==> config.mk <==
export PLATFORM = sky130hd
export DESIGN_NAME = dout_unpacker
export DESIGN_NICKNAME = d
export VERILOG_FILES = /design/src/rtl/dout_unpacker.sv
export SDC_FILE = /design/constraint.sdc
export NUM_CORES = 1
export LEC_CHECK = 0
export CORE_MARGIN = 2
export CORE_UTILIZATION = 51
export CTS_CLUSTER_SIZE = 16
export DETAILED_ROUTE_END_ITERATION = 6
export GPL_ROUTABILITY_DRIVEN = 0
export GPL_TIMING_DRIVEN = 1
export PLACE_DENSITY = 0.9
export SYNTH_ARGS = -nofsm -noshare
export SYNTH_HDL_FRONTEND = slang
export SYNTH_SLANG_ARGS = --single-unit
==> constraint.sdc <==
create_clock -name clk -period 2.3 [get_ports clk]
set_input_delay 0.345 -clock clk [delete_from_list [all_inputs] [get_ports clk]]
set_output_delay 0.345 -clock clk [all_outputs]
set_load 0.03 [all_outputs]
==> src/rtl/dout_unpacker.sv <==
// dout_unpacker
//   Splits a 256-bit result word into N_LANES lanes of LANE_W bits and
//   emits them lane 0 first, one lane per output transfer. A single
//   holding register buffers the word. The next word may load on the same
//   edge as the last-lane transfer, so sustained throughput has no bubble.
//
// Ports
//   clk        clock, rising edge
//   rst        asynchronous reset, active low
//   din_vld    upstream word valid
//   din_busy   upstream backpressure (high while a word is still draining)
//   din_data   upstream 256-bit word
//   dout_vld   lane valid
//   dout_busy  downstream backpressure
//   dout_data  current lane
//   dout_last  presented lane is lane N_LANES-1
//   word_cnt   number of fully emitted words, wraps at 16 bits
module dout_unpacker #(
    parameter int LANE_W  = 32,
    parameter int N_LANES = 8
) (
    input  logic              clk,
    input  logic              rst,
    input  logic              din_vld,
    output logic              din_busy,
    input  logic [255:0]      din_data,
    output logic              dout_vld,
    input  logic              dout_busy,
    output logic [LANE_W-1:0] dout_data,
    output logic              dout_last,
    output logic [15:0]       word_cnt
);

    // Keep the index at least one bit wide so N_LANES=1 still elaborates.
    localparam int IDX_W = (N_LANES > 1) ? $clog2(N_LANES) : 1;
    localparam logic [IDX_W-1:0] LAST_IDX = IDX_W'(N_LANES - 1);

    typedef enum logic {
        EMPTY = 1'b0,
        SHIFT = 1'b1
    } state_t;

    state_t                          state_q;
    logic [N_LANES-1:0][LANE_W-1:0]  hold_q;
    logic [IDX_W-1:0]                lane_idx_q;
    logic [15:0]                     word_cnt_q;

    logic full;
    logic on_last;
    logic out_xfer;
    logic last_xfer;
    logic in_xfer;

    assign full      = (state_q == SHIFT);
    assign on_last   = full && (lane_idx_q == LAST_IDX);
    assign out_xfer  = full && !dout_busy;
    assign last_xfer = out_xfer && on_last;

    // Upstream may only refill on the edge that retires the last lane.
    assign din_busy  = full && !last_xfer;
    assign in_xfer   = din_vld && !din_busy;

    assign dout_vld  = full;
    assign dout_last = on_last;
    assign dout_data = hold_q[lane_idx_q];
    assign word_cnt  = word_cnt_q;

    always_ff @(posedge clk or negedge rst) begin
        if (!rst) begin
            state_q    <= EMPTY;
            hold_q     <= '0;
            lane_idx_q <= '0;
        end else if (in_xfer) begin
            // Covers both a fresh load from EMPTY and the bubble-free
            // refill coinciding with the last-lane transfer.
            state_q    <= SHIFT;
            hold_q     <= din_data;
            lane_idx_q <= '0;
        end else if (last_xfer) begin
            state_q    <= EMPTY;
            lane_idx_q <= '0;
        end else if (out_xfer) begin
            lane_idx_q <= lane_idx_q + IDX_W'(1);
        end
    end

    always_ff @(posedge clk or negedge rst) begin
        if (!rst) begin
            word_cnt_q <= '0;
        end else if (last_xfer) begin
            word_cnt_q <= word_cnt_q + 16'd1;
        end
    end

endmodule

* Word-level counts from Yosys, hierarchy flattened
Index checks and enable logic that the tools add are counted.
** Word-level totals
- Bits in registers :: 276
- Output and inout bits :: 51
- Input port bits :: 260
** Cells by class
- Reduce and logical (&&, ||, !) cells :: 10
- Magnitude comparators :: 1
- Equality and inequality tests :: 1
- Muxes and demuxes :: 7
- Add/subtract/negate cells :: 2
** Operators with widths (number)
- 32-bit binary-select mux with 3-bit select :: 1
- 32-bit 2-to-1 mux :: 1
- 16-bit by 1-bit adder with 16-bit output (second input constant) :: 1
- 3-bit 2-to-1 mux :: 3
- 1-bit logical AND :: 5
- 3-bit by 4-bit less-than comparator with 1-bit output (second input constant) :: 1
- 3-bit by 1-bit adder with 3-bit output (second input constant) :: 1
- 3-bit == test (second input constant) :: 1
- 1-bit logical NOT :: 3
- 3-bit nonzero test :: 1
- 1-bit 2-to-1 mux :: 2
- 2-bit nonzero test :: 1

* Depth between registers and ports, before layout
- Depth in word-level cells :: 8
- Gate-level depth with buffers :: 9

* Worst setup path before layout
OpenSTA, ideal clock, no wires.
- Path type :: reg2out
- From :: register lane_idx_q[0]
- To :: output port dout_data[10]
- Setup slack :: 0.280 ns
- Cell stages (with the launch flop) :: 6
- Required time :: 1.955 ns
- Arrival :: 1.675 ns
- Path through :: dfrtp_1 -> clkbuf_1 -> buf_6 -> buf_6 -> mux4_2 -> mux2_2
** On the way
- Longest elaborated chain between the ends :: 2
** Ends and longest elaborated chain
- start, declared :: RTL line 45 : logic [IDX_W-1:0] lane_idx_q;
- start signal, assigned :: RTL line 83 : lane_idx_q <= lane_idx_q + IDX_W'(1);
- 32-bit binary-select mux with 3-bit select :: RTL line 65 : assign dout_data = hold_q[lane_idx_q];
- 32-bit 2-to-1 mux (not written as such) :: RTL line 65
- end, declared :: RTL line 29 : output logic [LANE_W-1:0] dout_data,
No other way between the ends. The select of a mux whose other input is x is not followed.

* Worst setup path after layout
- From :: register lane_idx_q[0]
- To :: output port dout_data[23]
Same word-level chain as after synthesis.

==> results <==
## cells by family (layout without fill, tap and decap cells)
kind of cell | after synthesis | after routing | synth area share, %
muxes | 352 | 352 | 41.1
xor gates and xnor gates | 15 | 15 | 0.968
and+or+nand+nor | 37 | 37 | 1.54
other | 0 | 2 | 0
adders and majority gates | 3 | 3 | 0.276
buffers and inverters | 53 | 484 | 4.84
DFF | 276 | 276 | 50.9
AOI/OAI and AO/OA | 7 | 7 | 0.387
## power by group through the flow
stage / logic, W / clock network (W) / registers (W)
floorplan: 0.00799 / 0 / 0.00800
global placement: 0.0105 / 0 / 0.00845
detailed placement: 0.0108 / 0 / 0.00855
CTS: 0.0116 / 0.00518 / 0.00857
global route: 0.0134 / 0.00541 / 0.00890
finish: 0.0128 / 0.00514 / 0.00869
## cells in the final DEF, fill, tap and decap left out, types with 12 or more instances in the layout
master           instances
buf_12                  29
mux4_2                  64
buf_4                   22
xnor2_1                 12
nand2_1                 12
mux2_4                 280
clkbuf_16               55
dfrtp_1                273
buf_6                   44
clkdlybuf4s50_1        274
buf_16                  20
## metal layers
metal | wire [um] | up-vias | share of wire [%]
li1 | - | 3579 | -
met1 | 15700 | 4416 | 40
met2 | 20100 | 345 | 51
met3 | 2360 | 79 | 6.0
met4 | 1230 | 0 | 3.1
met5 | 0 | - | 0
## repair_timing
| item | in CTS | in global routing |
|---|---|---|
| setup endpoints to repair | 267 | 296 |
| gates resized for setup | 213 | 106 |
| hold buffers | 1 | 0 |
| hold endpoints to repair | 70 | 0 |
| pin swaps | 0 | 2 |
| cloned | 14 | 27 |
| buffers inserted | 11 | 28 |
## worst max-delay path by stage
stage | startpoint | endpoint | slack, ps
floorplan | lane_idx_q[0] | dout_data[10] | 280
global placement | lane_idx_q[0] | dout_data[8] | -180
detailed placement | lane_idx_q[0] | hold_q[202] | -230
CTS | lane_idx_q[0] | dout_data[0] | -380
global route | lane_idx_q[0] | dout_data[23] | -430
finish | lane_idx_q[0] | dout_data[23] | -380
## synthesized netlist by cell type, types with 2 or more instances
master / instances
a22o_1: 3
buf_12: 22
buf_2: 4
buf_6: 6
buf_8: 4
clkbuf_1: 10
dfrtp_1: 276
ha_1: 3
inv_1: 4
mux2_2: 48
mux2_4: 240
mux4_2: 64
nand2_1: 12
nand2b_1: 2
nand3_1: 3
nand4_1: 5
nor2_1: 5
nor2b_1: 2
o21ai_0: 2
xnor2_1: 12
xor2_1: 3
## layout make-up
type                    count  share of cell area (%)
inverters                   4                  0.0880
clock buffers              40                    4.37
multi-input cells         414                    31.2
well taps                 335                    2.10
clock inverters            16                   0.955
diodes                      2                  0.0251
flip-flops and latches    276                    34.7
repair buffers            424                    26.6
## flip-flops by register name (all words and copies together), names as in the netlist
name	flops
dout_vld	1
word_cnt	16
lane_idx_q	3
hold_q	256
## critical path, stage by stage, from the launching register on
cell	delay [ps]
dfrtp_4	470
buf_12	160
buf_16	150
mux4_2	560
mux2_4	300
buf_6	140
## metrics by stage
| step | setup TNS [ps] | instance area [sq um] | worst slack, ps |
|---|---|---|---|
| 5_1_grt | -53800 | 19900 | -430 |
| 3_5_place_dp | -26770 | 17000 | -231 |
| 3_3_place_gp | -17760 | 17000 | -178 |
| 2_1_floorplan | 0 | 13600 | 280 |
| 4_1_cts | -44160 | 18700 | -381 |
| 6_report | -37980 | 19900 | -380 |
==> out/summary.txt <==
run status: complete, but fails checks
failing checks: design-rule violations, negative setup slack
HP Start: din_data[168]
Layout Area Growth over Synthesis: 46.7%
Most Crowded Layer GR: met2
vias: 8419
routing usage on met3: 5.25%
# setup viols final: 283
Layout Cells excl Fill: 1511
final wirelength: 39400 um
FF+latch count, synth: 276
Achievable Freq: 373 MHz
Mapped Area: 13600 sq um
Final WS setup: -380 ps
register area: 6910 sq um
post-route clock period utilization: 117%
Starting Density: 52.0%
share of flip-flops with an asynchronous set or reset: 100%
largest net degree at the start of global routing: 82
multi-input logic area: 6210 sq um
post-synth net total: 1006
first-pass GRT wire length: 53900 um
RSZ-0062 raised after global routing: yes
net switching power: 0.00834 W
Clock Sink Count: 276
PortBufs: 310
# DRC: 19
syn avg cell area: 18.3 sq um
die height: 167 um
Die W: 167 um
maximum VDD drop: 0.00132 V
Pint: 0.0183 W
Slew @ Worst Pin: 679 ps
Seq/Total Area, Yosys: 50.9%
Critical Path AT: 2330 ps
Layout fillers: 1417
# rows: 59
fin crit period: 2680 ps
met2 usage: 42.3%
top cells by area, synth: dfrtp_1 (51%), mux2_4 (27%), mux4_2 (11%), mux2_2 (4.0%), buf_12 (3.2%)
final hold vios: 0
max_slew headroom: 54.7%
Most used DFF post-synth: dfrtp_1
R2R Path End: hold_q[169]
total chip power: 0.0266 W
startpoint types: flop
CTS tree: done
H-tree lvl count: 1
clock transition at the registers of the reported paths: 60 ps
Hold Path End: hold_q[168]
post-synthesis cell type count: 34
Total GRT Usage: 24.9%
DRT antenna net count: 0
Max clock buf depth: 3
Root Driver: clkbuf_16
Leak: 8.68 nW
Sequential Power Share: 32.6%
DR vias/cell: 5.57
combinational share of power: 48.1%
Hold Path Depth: 2
RR Startpoint: lane_idx_q[0]
initial antenna violation count: 2
Clk pwr share: 19.3%
Nets: 1413
EDFF count, synth: 0
Hold Path Class: in2reg
Routed wire per std cell: 26.0 um
pwr/cell area: 1340 nW/um^2
die area: 27900 sq um
M1 GR Usage: 32.7%
DR iter-0 viols: 578
r2r setup slk: -200 ps
Final HPWL DP: 22100 um
critical path class: reg2out
fin. max-slew vios: 0
final core occ: 76.2%
Clock Latency Late Sink: 550 ps
cell accounting for the most synthesized area: dfrtp_1
R2R depth: 12
Mapped Cells: 743
vias in the first global route: 9141
share of cells above drive strength 1: 48.2%
Syn. warnings: 0
switching share of power: 31.3%
Critical Path RT: 1960 ps
final setup skew: 14.0 ps
gr ovfl total: 0
I/O pin count: 311
CP Capture Type: output port
placed insts: 1377
# Max-Cap Violations: 0
CTS Buf Count: 30
Min Hold Slack: 404 ps
drt first pass iters: 7
Crit Path Max Fanout: 7
core area: 26100 sq um
Synth top area share: 50.9%
No activity file was read; power rests on OpenSTA's default activity.
